File: src/rtl/spi_register_bridge.sv
// SPI mode-0 slave turning 24-bit host frames into a one-cycle register-write strobe for the synth core.
// Latency: strobe plus Number/Value land SYNC_STAGES+1 i_Clock edges after the 24th SCK rise is first sampled.
// Backpressure: none; the core accepts every strobe, and the SCK-to-i_Clock ratio bounds the frame rate.
//
// Ports: i_Clock / i_Reset_n (async, active-low); i_SPI_SCK, i_SPI_CS_n, i_SPI_MOSI oversampled SPI pins;
//        o_SPI_MISO readback data; o_RegisterWriteEnable, o_RegisterNumber[15:0] (SS PPPPPP OOO VVVVV),
//        o_RegisterValue[7:0] to the synth core; o_FrameError pulses when CS_n rises mid-frame.
// Optional feature macro SPI_READBACK_EN: echo the most recent completed frame on MISO while the next frame shifts.
// SYNC_STAGES must be at least 2.
module spi_register_bridge #(
    parameter int SYNC_STAGES = 2
) (
    input  logic        i_Clock,
    input  logic        i_Reset_n,
    input  logic        i_SPI_SCK,
    input  logic        i_SPI_CS_n,
    input  logic        i_SPI_MOSI,
    output logic        o_SPI_MISO,
    output logic        o_RegisterWriteEnable,
    output logic [15:0] o_RegisterNumber,
    output logic [7:0]  o_RegisterValue,
    output logic        o_FrameError
);

    typedef enum logic {
        ST_IDLE  = 1'b0,
        ST_SHIFT = 1'b1
    } state_t;

    // Synchronizer chains; bit [0] samples the pin, bit [SYNC_STAGES-1] is the usable output.
    // CS_n resets to 0 so a frame already running at reset release never produces a CS_n fall.
    logic [SYNC_STAGES-1:0] sck_sync_q, sck_sync_d;
    logic [SYNC_STAGES-1:0] cs_sync_q, cs_sync_d;
    logic [SYNC_STAGES-1:0] mosi_sync_q, mosi_sync_d;
    logic                   sck_prev_q, sck_prev_d;
    logic                   cs_prev_q, cs_prev_d;

    state_t                 state_q, state_d;
    logic [4:0]             bit_cnt_q, bit_cnt_d;
    logic [23:0]            shift_q, shift_d;
    logic                   frame_done_q, frame_done_d;
    logic                   wr_en_q, wr_en_d;
    logic [15:0]            reg_num_q, reg_num_d;
    logic [7:0]             reg_val_q, reg_val_d;
    logic                   frame_err_q, frame_err_d;

    logic                   sck_s, cs_s, mosi_s;
    logic                   sck_rise, cs_rise, cs_fall;

    assign sck_s  = sck_sync_q[SYNC_STAGES-1];
    assign cs_s   = cs_sync_q[SYNC_STAGES-1];
    assign mosi_s = mosi_sync_q[SYNC_STAGES-1];

    assign sck_rise = !sck_prev_q && sck_s;
    assign cs_rise  = !cs_prev_q && cs_s;
    assign cs_fall  = cs_prev_q && !cs_s;

`ifdef SPI_READBACK_EN
    // echo holds the last completed frame; tx is the copy being shifted out on MISO.
    logic [23:0] echo_q, echo_d;
    logic [23:0] tx_q, tx_d;
    logic        miso_q, miso_d;
    logic        sck_fall;

    assign sck_fall   = sck_prev_q && !sck_s;
    assign o_SPI_MISO = miso_q;
`else
    assign o_SPI_MISO = 1'b0;
`endif

    assign o_RegisterWriteEnable = wr_en_q;
    assign o_RegisterNumber      = reg_num_q;
    assign o_RegisterValue       = reg_val_q;
    assign o_FrameError          = frame_err_q;

    always_comb begin
        sck_sync_d   = {sck_sync_q[SYNC_STAGES-2:0], i_SPI_SCK};
        cs_sync_d    = {cs_sync_q[SYNC_STAGES-2:0], i_SPI_CS_n};
        mosi_sync_d  = {mosi_sync_q[SYNC_STAGES-2:0], i_SPI_MOSI};
        sck_prev_d   = sck_s;
        cs_prev_d    = cs_s;

        state_d      = state_q;
        bit_cnt_d    = bit_cnt_q;
        shift_d      = shift_q;
        frame_done_d = 1'b0;
        frame_err_d  = 1'b0;
        reg_num_d    = reg_num_q;
        reg_val_d    = reg_val_q;

        // The completed frame is published one cycle after its last bit shifts in,
        // which is what gives the SYNC_STAGES+1 edge latency to the core.
        wr_en_d = frame_done_q;
        if (frame_done_q) begin
            reg_num_d = shift_q[23:8];
            reg_val_d = shift_q[7:0];
        end

`ifdef SPI_READBACK_EN
        echo_d = echo_q;
        tx_d   = tx_q;
        miso_d = miso_q;
        if (frame_done_q) begin
            echo_d = shift_q;
        end
`endif

        case (state_q)
            ST_IDLE: begin
                bit_cnt_d = 5'd0;
`ifdef SPI_READBACK_EN
                miso_d = 1'b0;
`endif
                if (cs_fall) begin
                    state_d = ST_SHIFT;
`ifdef SPI_READBACK_EN
                    tx_d   = echo_q;
                    miso_d = echo_q[23];
`endif
                end
            end
            ST_SHIFT: begin
                // CS_n rise outranks a coincident SCK rise: that last edge is dropped.
                if (cs_rise) begin
                    state_d   = ST_IDLE;
                    bit_cnt_d = 5'd0;
                    if (bit_cnt_q != 5'd0) begin
                        frame_err_d = 1'b1;
                    end
`ifdef SPI_READBACK_EN
                    miso_d = 1'b0;
`endif
                end else begin
                    if (sck_rise) begin
                        shift_d = {shift_q[22:0], mosi_s};
                        if (bit_cnt_q == 5'd23) begin
                            bit_cnt_d    = 5'd0;
                            frame_done_d = 1'b1;
                        end else begin
                            bit_cnt_d = bit_cnt_q + 5'd1;
                        end
                    end
`ifdef SPI_READBACK_EN
                    // A fall with the counter at 0 follows the 24th rise: the echo register
                    // already holds that frame, so restart the readback from its MSB.
                    if (sck_fall) begin
                        if (bit_cnt_q == 5'd0) begin
                            tx_d   = echo_q;
                            miso_d = echo_q[23];
                        end else begin
                            tx_d   = {tx_q[22:0], 1'b0};
                            miso_d = tx_q[22];
                        end
                    end
`endif
                end
            end
            default: begin
                state_d   = ST_IDLE;
                bit_cnt_d = 5'd0;
            end
        endcase
    end

    always_ff @(posedge i_Clock or negedge i_Reset_n) begin
        if (!i_Reset_n) begin
            sck_sync_q   <= '0;
            cs_sync_q    <= '0;
            mosi_sync_q  <= '0;
            sck_prev_q   <= 1'b0;
            cs_prev_q    <= 1'b0;
            state_q      <= ST_IDLE;
            bit_cnt_q    <= 5'd0;
            shift_q      <= 24'h000000;
            frame_done_q <= 1'b0;
            wr_en_q      <= 1'b0;
            reg_num_q    <= 16'h0000;
            reg_val_q    <= 8'h00;
            frame_err_q  <= 1'b0;
`ifdef SPI_READBACK_EN
            echo_q       <= 24'h000000;
            tx_q         <= 24'h000000;
            miso_q       <= 1'b0;
`endif
        end else begin
            sck_sync_q   <= sck_sync_d;
            cs_sync_q    <= cs_sync_d;
            mosi_sync_q  <= mosi_sync_d;
            sck_prev_q   <= sck_prev_d;
            cs_prev_q    <= cs_prev_d;
            state_q      <= state_d;
            bit_cnt_q    <= bit_cnt_d;
            shift_q      <= shift_d;
            frame_done_q <= frame_done_d;
            wr_en_q      <= wr_en_d;
            reg_num_q    <= reg_num_d;
            reg_val_q    <= reg_val_d;
            frame_err_q  <= frame_err_d;
`ifdef SPI_READBACK_EN
            echo_q       <= echo_d;
            tx_q         <= tx_d;
            miso_q       <= miso_d;
`endif
        end
    end

endmodule

File: config.mk
export PLATFORM = sky130hd
export DESIGN_NAME = spi_register_bridge
export DESIGN_NICKNAME = d
export VERILOG_FILES = /design/src/rtl/spi_register_bridge.sv
export SDC_FILE = /design/constraint.sdc
export NUM_CORES = 1
export LEC_CHECK = 0
export ABC_AREA = 1
export CORE_MARGIN = 3
export CORE_UTILIZATION = 40
export CTS_CLUSTER_DIAMETER = 120
export CTS_CLUSTER_SIZE = 8
export DETAILED_ROUTE_END_ITERATION = 10
export HOLD_SLACK_MARGIN = 0.03
export PLACE_DENSITY_LB_ADDON = 0.25
export SYNTH_ARGS = -nofsm -noshare
export SYNTH_HDL_FRONTEND = slang
export SYNTH_SLANG_ARGS = --single-unit
File: constraint.sdc
create_clock -name i_Clock -period 1.4 [get_ports i_Clock]
set_clock_uncertainty 0.15 [all_clocks]
set_input_delay 0.28 -clock i_Clock [delete_from_list [all_inputs] [get_ports i_Clock]]
set_output_delay 0.28 -clock i_Clock [all_outputs]
set_load 0.01 [all_outputs]
# Word level (Yosys, flattened, before mapping)
# Cells that the tools add are included.
[word_totals]
inputBits = 5
output_inout_bits = 27
regBits = 65
word_cells = 40
[op_classes]
n_mux = 14
reduce_logical = 8
n_addsub = 1
n_eq_ne = 2
bitwise = 2
[ops]
columns = ["operator", "n"]
rows = [
  ["5-bit two-way mux", 3],
  ["5-bit one-hot mux with 2 select lines", 1],
  ["1-bit two-way mux", 9],
  ["5-bit by 1-bit adder with 5-bit output (second input constant)", 1],
  ["5-bit equality test (second input constant)", 1],
  ["5-bit nonzero test", 1],
  ["1-bit logical AND", 3],
  ["1-bit logical NOT", 3],
  ["3-bit by 1-bit inequality test with 1-bit output (second input constant)", 1],
  ["3-bit AND reduction", 1],
  ["1-bit inverter", 2],
  ["1-bit one-hot mux with 2 select lines", 1],
]

# Logic depth before layout (Yosys ltp)
# Gate-level depths: netlist of run 1.
[logic_depth]
depth_word = 5
ltp_mapped = 8
depth_no_buf = 7

# Worst setup path after synthesis of run 1
# OpenSTA, ideal clock, no wires.
[synth_timing]
path_type = "register -> register"
from = "register cs_prev_q"
to = "register bit_cnt_q[1]"
required_time_ns = 1.128
setup_time_ns = 0.122
path_stages_with_launch = 9
path_buffers = 2
t_arrival_ns = 0.957
setup_slack_ns = 0.171
period_less_slack_ns = 1.229
cell_sequence = "dfrtp_1 inv_1 nand2_2 nand2_2 nor2_4 buf_6 buf_12 nand2_2 o21ai_2"
[synth_via]
elab_chain_cells = 4
word_cells_on_any_way = 5
classes_between = "eq/ne (1); mux (2); reduce/logical (2)"
[synth_rtl]
columns = ["element", "line", "rtl"]
rows = [
  ["start, declared", "36", "logic cs_prev_q, cs_prev_d;"],
  ["start signal, assigned", "190", "cs_prev_q <= cs_prev_d;"],
  ["1-bit logical NOT *", "55", "assign cs_rise = !cs_prev_q && cs_s;"],
  ["1-bit logical AND *", "55", ""],
  ["5-bit two-way mux", "124", "if (cs_rise) begin"],
  ["5-bit one-hot mux with 2 select lines", "108", "case (state_q)"],
  ["end signal, assigned", "192", "bit_cnt_q <= bit_cnt_d;"],
  ["end, declared", "39", "logic [4:0] bit_cnt_q, bit_cnt_d;"],
]
# Every way passes the cells marked *; elsewhere a longest branch is shown, timed or not.
# A chain may end at the register's enable or synchronous reset.

# Worst setup path in the final report of run 1
[layout_timing]
from = "register reg_num_q[13] (netlist: o_RegisterNumber[13])"
to = "output o_RegisterNumber[13]"
[layout_rtl]
columns = ["element", "line", "rtl"]
rows = [
  ["start, declared", "43", "logic [15:0] reg_num_q, reg_num_d;"],
  ["start signal, assigned", "196", "reg_num_q <= reg_num_d;"],
  ["end, declared", "20", "output logic [15:0] o_RegisterNumber,"],
]
# No word-level cell between the ends.

==> flow_summary.json, run 1 <==
{
  "drt-total-wl_um": 4340,
  "num_antenna_cells": 0,
  "synthAdderAreaFrac_pct": 1.00,
  "power_density_nw_per_um2": 1230,
  "placed_cells": 335,
  "place_ws_ps": 60.2,
  "dieWidth_um": 84.9,
  "vias": 1646,
  "insertion_delay_ps": 330,
  "synth_top_area_cell": "dfrtp_1",
  "start_util_pct": 41.6,
  "dieArea_um2": 7210,
  "critPathKind": "reg2out",
  "synth_top_family_by_area": "compound AO/OA/AOI/OAI gates",
  "path_clk_slew_ps": 60,
  "synth_nets": 243,
  "cp_slowest_stage_delay_ps": 380,
  "period_share_pct": 97.5,
  "synth_area_um2": 2490,
  "yosysTopAreaCellShare_pct": 65.3,
  "vias_per_cell": 4.61,
  "hp-class": "reg2reg",
  "synth-xor-area-share_pct": 0.352,
  "synthDistinctLibCells": 22,
  "fin_crit_ps": 1370,
  "fin_tns_setup_ps": 0,
  "rows": 28,
  "worstPathCellList": "clkdlybuf4s15_2",
  "io-pin-count": 32,
  "path_max_fanout": 2,
  "drv_slew": 0,
  "leakagePower_uw": 0.00150,
  "final_common_cell": "dfrtp_1",
  "setup_ws_ps": 34.6,
  "holdPathStages": 0,
  "final_net_count": 286,
  "wl_per_cell_um": 12.2,
  "worstPathBufferInverterCount": 1,
  "cp-start-kind": "register",
  "synth_seq_cells": 65,
  "final_cells": 357,
  "cp_slowest_cell": "dfrtp_1",
  "hold_viol": 0,
  "drt_iter0_drc": 55,
  "cts_tree": "built",
  "worstPathRequired_ps": 970,
  "ys_seq_area_share_pct": 65.3,
  "area_growth_pct": 23.7,
  "numPortBuffers": 30,
  "drv_cap": 0,
  "grt_pass1_vias": 1678,
  "worst-path-stages": 1,
  "peakVddDrop_v": 0.000509,
  "place.gp.congestion": 0.727,
  "core-area_um2": 5990,
  "synth_area_leaders": "dfrtp_1, a21oi_1, inv_1",
  "cp_top_family": "flip-flops",
  "hpwlAfterDp_um": 2670,
  "die_y_um": 84.9,
  "rsz0062_at_grt": "yes",
  "r2r_cells": 7,
  "final_cell_mix": "dfrtp_1, inv_1, nor2_1, nand2_1, a21oi_1",
  "drive_gt1_share_pct": 26.2,
  "synthCells": 236,
  "finalSetupViolCount": 0,
  "ys_warn_count": 0,
  "grt_pass1_wl_um": 7400,
  "ant_nets": 0,
  "grt_max_degree": 66,
  "drc": 0,
  "grt_overflow": 0,
  "report.power.total_uw": 3790,
  "grt.total_usage_pct": 13.1,
  "cts_sinks": 65,
  "fmax_mhz": 732,
  "synth_mux_area_share_pct": 0.904,
  "cts.path.max_buffers": 2,
  "first_pass_iters": 4,
  "clockRootBuffer": "clkbuf_8",
  "htreeDepth": 3,
  "arrival_ps": 940,
  "cts_buffers": 9,
  "cp-end-kind": "output port",
  "holdWs_ps": 198,
  "synthSimpleGateAreaFrac_pct": 12.2,
  "status": "completed",
  "antenna_found_initial": 0,
  "synth_compound_area_share_pct": 12.2,
  "syn_area_per_cell_um2": 10.6
}
==> flip-flops by register name, indices dropped and copies added (netlist names) <==
name / cells
cs_sync_q: 2
sck_prev_q: 1
o_RegisterNumber: 16
o_FrameError: 1
frame_done_q: 1
o_RegisterValue: 8
cs_prev_q: 1
o_RegisterWriteEnable: 1
state_q: 1
shift_q: 24
mosi_sync_q: 2
bit_cnt_q: 5
sck_sync_q: 2
==> worst paths after layout <==
check,start,to,slack (ps)
worst max-delay path,o_RegisterNumber[13]$_DFFE_PN0P_,o_RegisterNumber[13],30
worst min-delay path,cs_sync_q[0]$_DFF_PN0_,cs_sync_q[1]$_DFF_PN0_,200
worst max register to register,cs_sync_q[1]$_DFF_PN0_,bit_cnt_q[0]$_DFFE_PN0P_,50
worst min register to register,cs_sync_q[0]$_DFF_PN0_,cs_sync_q[1]$_DFF_PN0_,200
max in group asynchronous,i_Reset_n,shift_q[18]$_DFFE_PN0P_,480
min in group asynchronous,i_Reset_n,o_RegisterValue[6]$_DFFE_PN0P_,350
==> stage by stage <==
step           utilization [%]  cell area (µm²)
2_1_floorplan                -             2490
3_3_place_gp              48.0             2880
3_5_place_dp              48.0             2880
4_1_cts                   51.1             3060
5_1_grt                   51.4             3080
6_report                  51.4             3080
==> routing by layer <==
metal	wire length, µm	track usage [%]	part of all wire (%)	vias to the layer above
li1	-	-	-	830
met1	2070	17.1	48	774
met2	1980	19.1	46	33
met3	180	3.59	4.1	9
met4	103	8.49	2.4	0
met5	0	0	0	-
==> cell usage after synthesis, drive strengths merged <==
master / number
nand3: 7
nor2: 27
buf: 11
nand4: 1
o21ai: 28
inv: 31
xnor2: 1
o22ai: 1
dfrtp: 65
ha: 2
a21oi: 24
mux2: 2
conb: 1
nand2: 35
==> area by class of cell <==
type	count	area (µm²)
well taps	75	93.8
inverters	31	116
flip-flops and latches	65	1630
clock inverters	4	45.0
clock buffers	10	138
fillers	552	2910
repair buffers	43	394
multi-input cells	129	668
==> kinds of logic after synthesis <==
kind of cell,after synthesis
mux,2
other cells,1
fa+ha+maj,2
flops,65
simple gates,70
buf+inv,42
compound gates,53
xor+xnor,1
==> power by group <==
part	total, µW	internal (µW)	switching, µW	leakage, µW
Sequential	2010	1960	48.3	0.000881
Clock	1490	841	653	0.0000978
Combinational	283	119	164	0.000524
Total	3790	2920	866	0.00150
==> what timing repair did <==
action,CTS,global route
setup endpoints to repair,26,34
hold endpoints to repair,65,0
pin swaps,0,2
hold buffers,1,0
cloned,0,4
gates resized for setup,61,24
buffers inserted,0,3
(Power assumes the default switching activity.)
==> run 2, diff against run 1 <==
--- a/config.mk
+++ b/config.mk
@@ -11,8 +11,10 @@
 export CTS_CLUSTER_DIAMETER = 120
 export CTS_CLUSTER_SIZE = 8
 export DETAILED_ROUTE_END_ITERATION = 10
+export GPL_TIMING_DRIVEN = 0
 export HOLD_SLACK_MARGIN = 0.03
 export PLACE_DENSITY_LB_ADDON = 0.25
+export SKIP_LAST_GASP = 1
 export SYNTH_ARGS = -nofsm -noshare
 export SYNTH_HDL_FRONTEND = slang
 export SYNTH_SLANG_ARGS = --single-unit
==> run 2 against run 1 <==
Net effect: total power grew 1.1%; die area is the same; first-iteration DRC count grew 33%; non-clock buffer count up 2; critical path type is now reg2reg; largest cell class unchanged; highest routed layer unchanged.
==> flow_summary.json, run 2 (synthesized netlist as in run 1, its figures left out) <==
{
  "status": "completed",
  "num_antenna_cells": 0,
  "path_max_fanout": 6,
  "cts.path.max_buffers": 2,
  "die_y_um": 84.9,
  "htreeDepth": 3,
  "met1_length_um": 2250,
  "crit_start": "cs_sync_q[1]$_DFF_PN0_",
  "io-pin-count": 32,
  "worstMarginPinSlew_ps": 572,
  "ant_nets": 0,
  "clockRootBuffer": "clkbuf_8",
  "p_seq_share_pct": 52.5,
  "drive_gt1_share_pct": 26.9,
  "p_sw_share_pct": 23.8,
  "insertion_delay_ps": 330,
  "power_density_nw_per_um2": 1280,
  "core-area_um2": 5990,
  "place_ws_ps": 0.288,
  "dieWidth_um": 84.9,
  "reg2reg_from": "cs_sync_q[1]$_DFF_PN0_",
  "peakVddDrop_v": 0.000761,
  "largest_register_ffs": 24,
  "multi_input_area_um2": 668,
  "drv_slew": 0,
  "wl_per_cell_um": 12.7,
  "vias": 1692,
  "final_net_count": 288,
  "clkPwrFrac_pct": 41.1,
  "dr_wl_met3_um": 221,
  "final_common_cell": "dfrtp_1",
  "cp-end-kind": "register",
  "grt_max_degree": 66,
  "area_growth_pct": 20.4,
  "leakagePower_uw": 0.00149,
  "met2WireLength_um": 2000,
  "top_register": "shift_q",
  "cp_slowest_cell": "dfrtp_1",
  "arrival_ps": 1430,
  "rows": 28,
  "antenna_found_initial": 0,
  "finalSetupViolCount": 0,
  "cts_sinks": 65,
  "fin_crit_ps": 1360,
  "vias_per_cell": 4.69,
  "place.gp.congestion": 0.748,
  "slew_headroom_pct": 61.9,
  "hpwlAfterDp_um": 2890,
  "start_util_pct": 41.6,
  "period_share_pct": 97.2,
  "drt-total-wl_um": 4570,
  "drt_iter0_drc": 73,
  "grt.total_usage_pct": 14.4,
  "numPortBuffers": 30,
  "rsz0062_at_grt": "yes",
  "hp-class": "reg2reg",
  "worstPathRequired_ps": 1470,
  "hold_start": "mosi_sync_q[0]$_DFF_PN0_",
  "drv_cap": 0,
  "grt_overflow": 0,
  "cts_buffers": 9,
  "worstPathCellList": "nand2_2 > nand2_2 > nor2_4 > buf_8 > inv_1 > nand2_1 > o21ai_1",
  "critPathKind": "reg2reg",
  "grt_pass1_vias": 1735,
  "cpMostUsedCell": "nand2_2",
  "grt_pass1_wl_um": 8080,
  "combPwrFrac_pct": 6.5,
  "fmax_mhz": 735,
  "dieArea_um2": 7210,
  "fillers": 570,
  "setup_ws_ps": 39.8,
  "holdWs_ps": 200,
  "hold_viol": 0,
  "final_cell_mix": "dfrtp_1, inv_1, nor2_1, nand2_1, a21oi_1",
  "power.internal_uw": 2920,
  "cts_tree": "built",
  "cp-start-kind": "register",
  "ff_latch_area_um2": 1630,
  "first_pass_iters": 5,
  "cp_slowest_stage_delay_ps": 410,
  "switching_power_uw": 912,
  "path_clk_slew_ps": 70,
  "highest-signal-layer": "met4",
  "drc": 0
}
==> run 2: cell count changes in the layout (fill, tap and decap cells not counted), sizes merged <==
| cell | before | now |
|---|---|---|
| clkdlybuf4s15 | 4 | 1 |
| buf | 15 | 21 |
| clkinvlp | 0 | 2 |
| clkinv | 3 | 2 |
==> run 2: worst max-delay path, delay by kind of cell, from the launching register on <==
family	cells	cell delay, ps
flip-flops	1	410
AND/OR/NAND/NOR	4	390
buffers and inverters	2	240
AO/OA/AOI/OAI	1	50
==> run 2: layer usage <==
metal  GRT usage [%]  up-vias
li1                -      834
met1            20.1      815
met2            20.0       36
met3            4.66        7
met4            7.77        0
met5               0        -
==> run 2: cell type report <==
class	count	share of cell area (%)
flip-flops and latches	65	54.2
multi-input cells	129	22.3
repair buffers	34	6.96
clock buffers	11	4.71
inverters	31	3.88
well taps	75	3.13
plain buffers	11	3.00
clock inverters	5	1.83
==> run 2: worst paths after layout <==
| kind | to | slack, ps | depth (start not counted) |
|---|---|---|---|
| hold reg to reg | mosi_sync_q[1]$_DFF_PN0_ | 200 | 0 |
| min in group asynchronous | shift_q[10]$_DFFE_PN0P_ | 330 | 2 |
| hold / removal | mosi_sync_q[1]$_DFF_PN0_ | 200 | 0 |
| setup / recovery | shift_q[23]$_DFFE_PN0P_ | 40 | 7 |
| max in group asynchronous | o_RegisterNumber[11]$_DFFE_PN0P_ | 360 | 2 |
| setup reg to reg | shift_q[23]$_DFFE_PN0P_ | 40 | 7 |
==> run 2: what timing repair did <==
item / in CTS / in global routing
cloned: 0 / 0
pin swaps: 0 / 1
setup endpoints to repair: 29 / 66
hold buffers: 1 / 0
buffers inserted: 0 / 3
gates resized for setup: 64 / 26
hold endpoints to repair: 65 / 0
==> run 2: per-stage QoR <==
stage	total power [µW]	std cells	utilization [%]	area (µm²)	setup TNS, ps
after global placement	2280	341	48.2	2890	-145890
final	3830	361	50.1	3000	0
after floorplan	2200	236	-	2490	0
after CTS	3880	358	51.4	3080	-25.2
after global routing	4010	361	50.1	3000	-572
after detailed placement	2290	341	48.1	2880	0
==> run 2: power by group through the flow <==
stage                     Sequential [µW]  Clock, µW  Combinational, µW
after CTS                            2010       1630                248
after global placement               2040          0                238
after detailed placement             2040          0                241
after floorplan                      2030          0                160
final                                2010       1570                248
after global routing                 2020       1710                281
==> run 3, diff against run 2 <==
==> constraint.sdc (replaced) <==
create_clock -name i_Clock -period 1.5 [get_ports i_Clock]
set_clock_uncertainty 0.15 [all_clocks]
set_input_delay 0.3 -clock i_Clock [delete_from_list [all_inputs] [get_ports i_Clock]]
set_output_delay 0.3 -clock i_Clock [all_outputs]
set_load 0.01 [all_outputs]
==> run 3 against run 2 <==
Net effect: first-iteration DRC count is 2.7% higher; register-to-register slack better by 80 ps; sequential power is 7% lower; wire length is 0.18% higher; count of clock-buffer cells in the layout stayed put; total power is 6.8% lower; cell count is 0.28% lower; clock power is 6% lower; hold slack better by 1.0 ps; die area stayed put; critical endpoint is now o_RegisterNumber[0]; highest routed layer unchanged.
==> flow_summary.json, run 3 (synthesized netlist as in run 1, its figures left out) <==
{
  "status": "completed",
  "largest_register_ffs": 24,
  "period_share_pct": 96.8,
  "p_seq_share_pct": 52.5,
  "drv_cap": 0,
  "numPortBuffers": 30,
  "final_net_count": 287,
  "first_pass_iters": 4,
  "setup_ws_ps": 48.7,
  "drc": 0,
  "vias": 1692,
  "final_cell_mix": "dfrtp_1, inv_1, nor2_1, nand2_1, a21oi_1",
  "core-area_um2": 5990,
  "drv_slew": 0,
  "grt_pass1_wl_um": 8070,
  "cts_sinks": 65,
  "combPwrFrac_pct": 6.3,
  "place.gp.congestion": 0.748,
  "drt_iter0_drc": 75,
  "drive_gt1_share_pct": 17.9,
  "worstPathRequired_ps": 1050,
  "wl_per_cell_um": 12.7,
  "p_sw_share_pct": 23.9,
  "fillers": 571,
  "io-pin-count": 32,
  "ant_nets": 0,
  "fin_tns_setup_ps": 0,
  "rows": 28,
  "placed_area_um2": 2880,
  "path_clk_slew_ps": 70,
  "placed_cells": 341,
  "worstPathBufferInverterCount": 1,
  "slew_headroom_pct": 47.1,
  "hpwlAfterDp_um": 2890,
  "grt_overflow": 0,
  "finalSetupViolCount": 0,
  "cts_tree": "built",
  "final_common_cell": "dfrtp_1",
  "cp_slowest_cell": "dfrtp_1",
  "htreeDepth": 3,
  "fin_crit_ps": 1450,
  "arrival_ps": 1000,
  "grt.total_usage_pct": 14.4,
  "peakVddDrop_v": 0.000701,
  "cp_slowest_stage_delay_ps": 380,
  "switching_power_uw": 853,
  "grt_pass1_vias": 1735,
  "clockRootBuffer": "clkbuf_8",
  "insertion_delay_ps": 340,
  "drt-total-wl_um": 4580,
  "power.internal_uw": 2720,
  "dieArea_um2": 7210,
  "rsz0062_at_grt": "no",
  "worstPathCellList": "dlygate4sd2_1",
  "start_util_pct": 41.6,
  "worstMarginPinSlew_ps": 793,
  "ff_latch_area_um2": 1630,
  "leakagePower_uw": 0.00156,
  "num_antenna_cells": 0,
  "report.power.total_uw": 3570,
  "cts_buffers": 9,
  "clkPwrFrac_pct": 41.2,
  "power_density_nw_per_um2": 1160,
  "path_max_fanout": 2,
  "vias_per_cell": 4.70,
  "critPathKind": "reg2out",
  "multi_input_area_um2": 668,
  "cp-start-kind": "register",
  "hold_viol": 0,
  "hp-class": "reg2reg",
  "fmax_mhz": 689,
  "area_growth_pct": 23.8,
  "dieWidth_um": 84.9,
  "place_ws_ps": 100,
  "antenna_found_initial": 0,
  "grt_max_degree": 66,
  "reg2reg_slack_ps": 120,
  "final_cells": 360,
  "die_y_um": 84.9,
  "cts.path.max_buffers": 2,
  "design_area_um2": 3080,
  "top_register": "shift_q",
  "cp_top_family": "flip-flops",
  "cp-end-kind": "output port"
}
## run 3: path summary, 6_finish.rpt
check / startpoint / cells past startpoint / endpoint
max in group asynchronous: i_Reset_n / 2 / o_RegisterNumber[11]$_DFFE_PN0P_
worst min register to register: cs_sync_q[0]$_DFF_PN0_ / 0 / cs_sync_q[1]$_DFF_PN0_
worst min-delay path: cs_sync_q[0]$_DFF_PN0_ / 0 / cs_sync_q[1]$_DFF_PN0_
worst max-delay path: o_RegisterNumber[0]$_DFFE_PN0P_ / 1 / o_RegisterNumber[0]
worst max register to register: cs_sync_q[1]$_DFF_PN0_ / 7 / shift_q[23]$_DFFE_PN0P_
min in group asynchronous: i_Reset_n / 2 / shift_q[9]$_DFFE_PN0P_
## run 3: layout make-up
class                      count  area share, %
buffer                        11           2.76
clock buffer                  11           4.59
clock inverter                 5           1.79
inverter                      31           3.77
multi-input combinational    129           21.7
sequential                    65           52.8
tap                           75           3.04
timing repair buffer          33           9.62
## run 3: power groups by stage
| stage | combinational [µW] | clock (µW) | sequential, µW |
|---|---|---|---|
| final | 227 | 1470 | 1870 |
| after global routing | 256 | 1590 | 1880 |
| after CTS | 231 | 1520 | 1880 |
| after detailed placement | 225 | 0 | 1910 |
| after global placement | 222 | 0 | 1910 |
| after floorplan | 150 | 0 | 1900 |
## run 3: routing by layer
| layer | global-route usage, % | up-vias | wire length [µm] |
|---|---|---|---|
| met4 | 7.77 | 0 | 94 |
| li1 | - | 834 | - |
| met3 | 4.66 | 8 | 242 |
| met2 | 20.0 | 44 | 2030 |
| met1 | 20.1 | 806 | 2210 |
| met5 | 0 | - | 0 |
## run 3: repair_timing
item                                    in CTS  in global routing
hold buffers                                 1                  0
endpoints found under the setup margin      26                 11
hold endpoints to repair                    65                  0
resized for setup                           26                  7
buffers inserted                             0                  2
## run 3: stage by stage
step | util, % | hold slack (ps)
2_1_floorplan | - | -146
3_3_place_gp | 48.2 | 185
3_5_place_dp | 48.1 | 185
4_1_cts | 51.0 | 204
5_1_grt | 51.5 | 210
6_report | 51.5 | 201
